**src/rtl/spi_master_param.sv**
```systemverilog
`timescale 1ns/1ps
// Parametrised full-duplex SPI master with CPOL/CPHA modes, bit ordering and multiple chip selects.
// One clock domain; every SPI pin and handshake output comes straight from a flop.
module spi_master_param #(
  parameter  int unsigned DATA_W   = 8,
  parameter  int unsigned CS_NUM   = 1,
  parameter  int unsigned DIV_W    = 8,
  localparam int unsigned CS_SEL_W = (CS_NUM > 1) ? $clog2(CS_NUM) : 1
) (
  input  logic                clk,
  input  logic                rst_n,
  input  logic [DIV_W-1:0]    sclk_divider,
  input  logic                cpol,
  input  logic                cpha,
  input  logic                lsb_first,
  input  logic [CS_SEL_W-1:0] cs_sel,
  input  logic                start,
  input  logic [DATA_W-1:0]   tx_data,
  output logic                busy,
  output logic                done,
  output logic [DATA_W-1:0]   rx_data,
  input  logic                SPI_miso,
  output logic                SPI_mosi,
  output logic                SPI_sclk,
  output logic [CS_NUM-1:0]   SPI_csn
);

  localparam int unsigned EDGES  = 2 * DATA_W;
  localparam int unsigned EDGE_W = $clog2(EDGES + 1);

  typedef enum logic [2:0] {
    S_IDLE,
    S_CS_SETUP,
    S_TRANSFER,
    S_CS_HOLD,
    S_DONE
  } state_e;

  state_e            state_q, state_d;
  logic [DIV_W-1:0]  div_q, div_d;
  logic [DIV_W-1:0]  div_cnt_q, div_cnt_d;
  logic [EDGE_W-1:0] edge_cnt_q, edge_cnt_d;
  logic              cpol_q, cpol_d;
  logic              cpha_q, cpha_d;
  logic              lsb_first_q, lsb_first_d;
  logic [DATA_W-1:0] tx_sr_q, tx_sr_d;
  logic [DATA_W-1:0] rx_sr_q, rx_sr_d;
  logic [DATA_W-1:0] rx_data_q, rx_data_d;
  logic              busy_q, busy_d;
  logic              done_q, done_d;
  logic              mosi_q, mosi_d;
  logic              sclk_q, sclk_d;
  logic [CS_NUM-1:0] csn_q, csn_d;

  logic              period_end_c;
  logic              edge_now_c;
  logic              sample_edge_c;
  logic              last_edge_c;
  logic [DATA_W-1:0] tx_ordered_c;
  logic [CS_NUM-1:0] cs_decode_c;

  function automatic logic [DATA_W-1:0] bit_reverse(input logic [DATA_W-1:0] v);
    logic [DATA_W-1:0] r;
    for (int unsigned i = 0; i < DATA_W; i++) begin
      r[i] = v[DATA_W-1-i];
    end
    return r;
  endfunction

  // Both shift registers always move MSB-first; LSB-first is handled by reversing at the ends.
  assign tx_ordered_c  = lsb_first ? bit_reverse(tx_data) : tx_data;
  assign period_end_c  = (div_cnt_q == div_q);
  // edge_cnt_q counts completed edges, so an even count means the next edge is a leading one
  assign sample_edge_c = edge_cnt_q[0] ^ ~cpha_q;
  assign last_edge_c   = (edge_cnt_q == EDGE_W'(EDGES - 1));
  assign edge_now_c    = period_end_c &&
                         ((state_q == S_CS_SETUP) ||
                          ((state_q == S_TRANSFER) && (edge_cnt_q != EDGE_W'(EDGES))));

  // Out-of-range selects leave every chip select deasserted.
  always_comb begin
    cs_decode_c = '1;
    for (int unsigned i = 0; i < CS_NUM; i++) begin
      if (cs_sel == CS_SEL_W'(i)) begin
        cs_decode_c[i] = 1'b0;
      end
    end
  end

  always_comb begin
    state_d     = state_q;
    div_d       = div_q;
    edge_cnt_d  = edge_cnt_q;
    cpol_d      = cpol_q;
    cpha_d      = cpha_q;
    lsb_first_d = lsb_first_q;
    tx_sr_d     = tx_sr_q;
    rx_sr_d     = rx_sr_q;
    rx_data_d   = rx_data_q;
    busy_d      = busy_q;
    done_d      = 1'b0;
    mosi_d      = mosi_q;
    sclk_d      = sclk_q;
    csn_d       = csn_q;
    div_cnt_d   = period_end_c ? '0 : div_cnt_q + DIV_W'(1);

    unique case (state_q)
      S_IDLE: begin
        div_cnt_d = '0;
        sclk_d    = cpol;
        mosi_d    = 1'b0;
        csn_d     = '1;
        if (start) begin
          state_d     = S_CS_SETUP;
          busy_d      = 1'b1;
          div_d       = sclk_divider;
          cpol_d      = cpol;
          cpha_d      = cpha;
          lsb_first_d = lsb_first;
          edge_cnt_d  = '0;
          rx_sr_d     = '0;
          csn_d       = cs_decode_c;
          if (cpha) begin
            tx_sr_d = tx_ordered_c;
          end else begin
            mosi_d  = tx_ordered_c[DATA_W-1];
            tx_sr_d = {tx_ordered_c[DATA_W-2:0], 1'b0};
          end
        end
      end
      S_CS_SETUP: begin
        if (period_end_c) begin
          state_d = S_TRANSFER;
        end
      end
      S_TRANSFER: begin
        if (period_end_c && (edge_cnt_q == EDGE_W'(EDGES))) begin
          state_d = S_CS_HOLD;
        end
      end
      S_CS_HOLD: begin
        sclk_d = cpol_q;
        if (period_end_c) begin
          state_d   = S_DONE;
          csn_d     = '1;
          done_d    = 1'b1;
          rx_data_d = lsb_first_q ? bit_reverse(rx_sr_q) : rx_sr_q;
        end
      end
      S_DONE: begin
        state_d   = S_IDLE;
        busy_d    = 1'b0;
        mosi_d    = 1'b0;
        div_cnt_d = '0;
      end
      default: begin
        state_d = S_IDLE;
      end
    endcase

    // SCLK edge: sample MISO on the sample edge, otherwise present the next TX bit.
    if (edge_now_c) begin
      sclk_d     = ~sclk_q;
      edge_cnt_d = edge_cnt_q + EDGE_W'(1);
      if (sample_edge_c) begin
        rx_sr_d = {rx_sr_q[DATA_W-2:0], SPI_miso};
      end else if (!last_edge_c) begin
        mosi_d  = tx_sr_q[DATA_W-1];
        tx_sr_d = {tx_sr_q[DATA_W-2:0], 1'b0};
      end
    end
  end

  always_ff @(posedge clk or negedge rst_n) begin
    if (!rst_n) begin
      state_q     <= S_IDLE;
      div_q       <= '0;
      div_cnt_q   <= '0;
      edge_cnt_q  <= '0;
      cpol_q      <= 1'b0;
      cpha_q      <= 1'b0;
      lsb_first_q <= 1'b0;
      tx_sr_q     <= '0;
      rx_sr_q     <= '0;
      rx_data_q   <= '0;
      busy_q      <= 1'b0;
      done_q      <= 1'b0;
      mosi_q      <= 1'b0;
      sclk_q      <= 1'b0;
      csn_q       <= '1;
    end else begin
      state_q     <= state_d;
      div_q       <= div_d;
      div_cnt_q   <= div_cnt_d;
      edge_cnt_q  <= edge_cnt_d;
      cpol_q      <= cpol_d;
      cpha_q      <= cpha_d;
      lsb_first_q <= lsb_first_d;
      tx_sr_q     <= tx_sr_d;
      rx_sr_q     <= rx_sr_d;
      rx_data_q   <= rx_data_d;
      busy_q      <= busy_d;
      done_q      <= done_d;
      mosi_q      <= mosi_d;
      sclk_q      <= sclk_d;
      csn_q       <= csn_d;
    end
  end

  assign busy     = busy_q;
  assign done     = done_q;
  assign rx_data  = rx_data_q;
  assign SPI_mosi = mosi_q;
  assign SPI_sclk = sclk_q;
  assign SPI_csn  = csn_q;

endmodule

```
**config.mk**
```make
export PLATFORM = sky130hd
export DESIGN_NAME = spi_master_param
export DESIGN_NICKNAME = d
export VERILOG_FILES = /design/src/rtl/spi_master_param.sv
export SDC_FILE = /design/constraint.sdc
export NUM_CORES = 1
export LEC_CHECK = 0
export CORE_ASPECT_RATIO = 1.25
export CORE_MARGIN = 3
export CORE_UTILIZATION = 45
export DETAILED_ROUTE_END_ITERATION = 8
export GPL_TIMING_DRIVEN = 1
export HOLD_SLACK_MARGIN = 0.02
export PLACE_DENSITY = 0.67
export SLEW_MARGIN = 20
export SYNTH_ARGS = -nofsm -noshare
export SYNTH_HDL_FRONTEND = slang
export SYNTH_SLANG_ARGS = --single-unit
```
**constraint.sdc**
```tcl
create_clock -name clk -period 4.8 [get_ports clk]
set_input_delay 0.96 -clock clk [delete_from_list [all_inputs] [get_ports clk]]
set_output_delay 0.96 -clock clk [all_outputs]
set_load 0.01 [all_outputs]
```
==> flow_summary.rst <==
.. list-table::
   :header-rows: 1

   * - Metric
     - Value
   * - Boundary pin count
     - 37
   * - Arrival time at the worst endpoint
     - 2850 ps
   * - Synthesis-stage register bit count
     - 56
   * - Setup slack, reg-to-reg
     - 2230 ps
   * - Starting density of the core
     - 46.5%
   * - Clock tree buffer depth
     - 2
   * - Fraction of final layout cells sized beyond drive strength 1
     - 10.7%
   * - Max-cap check violation count
     - 0
   * - Yosys warnings
     - 0
   * - Num CTS Buffers
     - 5
   * - Worst hold-check slack
     - 497 ps
   * - Classification of the worst setup path
     - in -> reg
   * - Post-CTS Hold Fix Bufs
     - 0
   * - Root Buffer Master
     - sky130_fd_sc_hd__clkbuf_8
   * - Hold Crit Endpoint
     - cpol_q
   * - Resized Gates After CTS
     - 0
   * - Core area
     - 6210 sq um
   * - H-Tree Depth
     - 2
   * - Final-layout fill cell count
     - 586
   * - Sequential standard cell area
     - 1400 sq um
   * - Vert. Die Dim
     - 95.5 um
   * - Startpoint Class
     - primary input
   * - Cell Count, Final, Fillers Out
     - 404
   * - Post-DR wirelength/cell
     - 13.5 um
   * - HPWL Detailed
     - 3.88 mm
   * - Final max-slew violation count
     - 0
   * - Hold path depth
     - 2
   * - Beginning of the worst hold path
     - cpol_q
   * - Share of synthesized flip-flops with an asynchronous set or reset
     - 100%
   * - Post-Place Worst Slack
     - 1810 ps
   * - Synth Instances
     - 286
   * - Sink count of the clock tree
     - 56
   * - Minimum clock period after layout
     - 2650 ps
   * - Number of antenna violations at the first check in global routing
     - 0
   * - Footprint of the multi-input gates
     - 1390 sq um
   * - Routability congestion estimate from global placement
     - 0.744
   * - Area growth from synthesis to layout
     - 17.6%
   * - Number of rows created at floorplan
     - 32
   * - Combined global-route utilization of all metal layers
     - 15.9%
   * - # setup viols final
     - 0
   * - Post-synthesis instance area
     - 2890 sq um
   * - Worst min-delay path category
     - reg -> reg
   * - Setup Skew
     - 7.44 ps
   * - Pin count of the biggest net entering global routing
     - 57
   * - Number of antenna cells inserted
     - 0
   * - Leakage
     - 1.53 nW
   * - Headroom to the max-slew limit
     - 47.1%
   * - Number of antenna-violating nets in the routed design
     - 0
   * - Number of enable flip-flop cells after synthesis
     - 0
   * - DRC marker count from the first detailed-route iteration
     - 101
   * - Post-layout nets
     - 346
   * - Number of setup buffers added after CTS
     - 0
   * - Via count of the first global-routing pass
     - 2123
   * - Number of nets produced by synthesis
     - 314
   * - Number of vias per cell
     - 4.98
   * - Sequential fraction of the synthesis area
     - 48.6%
   * - DIE AREA
     - 7410 sq um
   * - Wire length of the first global-routing pass
     - 9.60 mm
   * - Vias post-DR
     - 2010
   * - Setup crit end kind
     - flop
   * - Top FF cell, synth
     - sky130_fd_sc_hd__dfrtp_1
   * - Peak ir drop on the vdd network
     - 0.000213 V
   * - Required time at the endpoint of the critical path
     - 5000 ps
   * - Fraction of post-synthesis cell area in the top cell type by area
     - 47.7%
   * - PnR worst setup slack
     - 2150 ps
   * - Library cell with the largest summed area after synthesis
     - sky130_fd_sc_hd__dfrtp_1
   * - Unrepaired setup endpoints after global routing
     - false
   * - Share of the clock period used by the worst path after layout
     - 55.3%
   * - Port Buffers
     - 36
   * - Status
     - completed
   * - Total iterations of the first detailed-routing run
     - 4
   * - Clock transition time at the flip-flop clock pins of the worst setup and hold paths
     - 100 ps
   * - Path depth of the worst reg2reg path
     - 5
   * - Global-route congestion overflow total
     - 0
   * - Total placed cells including tap cells
     - 396
   * - Transition time at the pin with the least slew margin
     - 787 ps
   * - Top fanout value on the critical path
     - 11
   * - Worst r2r dst
     - tx_sr_q[6]
   * - Die Wd
     - 77.6 um
   * - Power density cells
     - 445 nW/um^2
   * - Fmax
     - 377 MHz
   * - Start of the worst register-to-register path
     - state_q[1]
   * - Final hold violations
     - 0
   * - Post-route DRC violation count
     - 0
   * - Clock latency on the worst-skew pair
     - 310 ps
   * - CTS tree
     - yes
   * - Final Routed Wirelength
     - 5.44 mm
   * - Unique masters post-synth
     - 46
   * - Dominant cells by area after synthesis
     - sky130_fd_sc_hd__dfrtp_1, sky130_fd_sc_hd__nand2_1, sky130_fd_sc_hd__mux2i_1
   * - Sum Neg Setup Slack
     - 0 ps
   * - Syn Area/Cell
     - 10.1 sq um
metrics by stage:
step	power (mW)	utilization [%]	area, sq um
floorplan	1.09	-	2890
global placement	1.24	53.1	3300
detailed placement	1.26	53.1	3300
CTS	1.53	54.7	3390
global route	1.63	54.7	3390
finish	1.51	54.7	3390
how the worst max path moves through the flow:
stage	from	end	slack [ps]	cells past startpoint
floorplan	lsb_first	tx_sr_q[6]	2500	4
global placement	lsb_first	tx_sr_q[6]	1850	4
detailed placement	lsb_first	tx_sr_q[5]	1810	4
CTS	lsb_first	tx_sr_q[6]	2150	4
global route	state_q[1]	tx_sr_q[2]	2070	5
finish	lsb_first	tx_sr_q[6]	2150	4
registers in the layout, summed over array words and instances, names as in the netlist, 3 cells and up:
| register | count |
|---|---|
| div_cnt_q | 8 |
| div_q | 8 |
| rx_data | 8 |
| rx_sr_q | 8 |
| tx_sr_q | 8 |
| edge_cnt_q | 5 |
| state_q | 3 |
cells in the final DEF (no fill, tap or decap), types with 6 or more instances in the layout:
master,synthesis,layout
sky130_fd_sc_hd__dfrtp_1,55,55
sky130_fd_sc_hd__a21oi_1,12,12
sky130_fd_sc_hd__mux2i_1,16,16
sky130_fd_sc_hd__inv_1,6,6
sky130_fd_sc_hd__nand3_1,13,13
sky130_fd_sc_hd__nor2_1,23,23
sky130_fd_sc_hd__o21ai_1,12,12
sky130_fd_sc_hd__o21ai_0,6,6
sky130_fd_sc_hd__mux2_4,8,8
sky130_fd_sc_hd__nand2_1,59,59
sky130_fd_sc_hd__xnor2_1,10,10
sky130_fd_sc_hd__xor2_1,8,8
sky130_fd_sc_hd__clkdlybuf4s50_1,0,35
power by group:
part / internal, mW / switching, mW / total, mW
sequential: 0.590 / 0.117 / 0.706
clock: 0.108 / 0.163 / 0.271
combinational: 0.274 / 0.260 / 0.534
synthesized netlist by cell type, types with 4 or more instances:
library cell	n
sky130_fd_sc_hd__o21ai_1	12
sky130_fd_sc_hd__o21ai_0	6
sky130_fd_sc_hd__buf_2	7
sky130_fd_sc_hd__ha_1	4
sky130_fd_sc_hd__a21oi_1	12
sky130_fd_sc_hd__mux2_2	5
sky130_fd_sc_hd__xor2_1	8
sky130_fd_sc_hd__nand2_1	59
sky130_fd_sc_hd__inv_1	6
sky130_fd_sc_hd__nor2_1	23
sky130_fd_sc_hd__nand3_1	13
sky130_fd_sc_hd__mux2_4	8
sky130_fd_sc_hd__clkbuf_1	4
sky130_fd_sc_hd__xnor2_1	10
sky130_fd_sc_hd__mux2i_1	16
sky130_fd_sc_hd__dfrtp_1	55
final cells by class:
| type | count | share of cell area [%] |
|---|---|---|
| flip-flops and latches | 56 | 41.4 |
| clock buffers | 5 | 2.03 |
| clock inverters | 3 | 0.775 |
| inverters | 6 | 0.664 |
| repair buffers | 39 | 11.1 |
| well taps | 85 | 3.14 |
| multi-input cells | 210 | 40.9 |
cell families after synthesis:
group / count (synthesis) / share of synthesized area, %
simple gates: 118 / 19.7
buf+inv: 20 / 3.30
mux: 32 / 13.6
fa+ha+maj: 4 / 1.73
flops: 56 / 48.6
compound gates: 38 / 7.59
xor+xnor: 18 / 5.46
worst max-delay path: stages:
cell and delay (ps):
sky130_fd_sc_hd__clkdlybuf4s50_1 800, sky130_fd_sc_hd__mux4_2 560, sky130_fd_sc_hd__mux2_2 270, sky130_fd_sc_hd__mux2_4 260
layer usage:
layer	part of all wire [%]	vias to the layer above	global-route usage, %
li1	-	1031	-
met1	46	948	19.2
met2	51	27	28.8
met3	2.4	4	2.55
met4	1.1	0	5.49
met5	0	-	0
No activity file was read; power rests on OpenSTA's default activity.
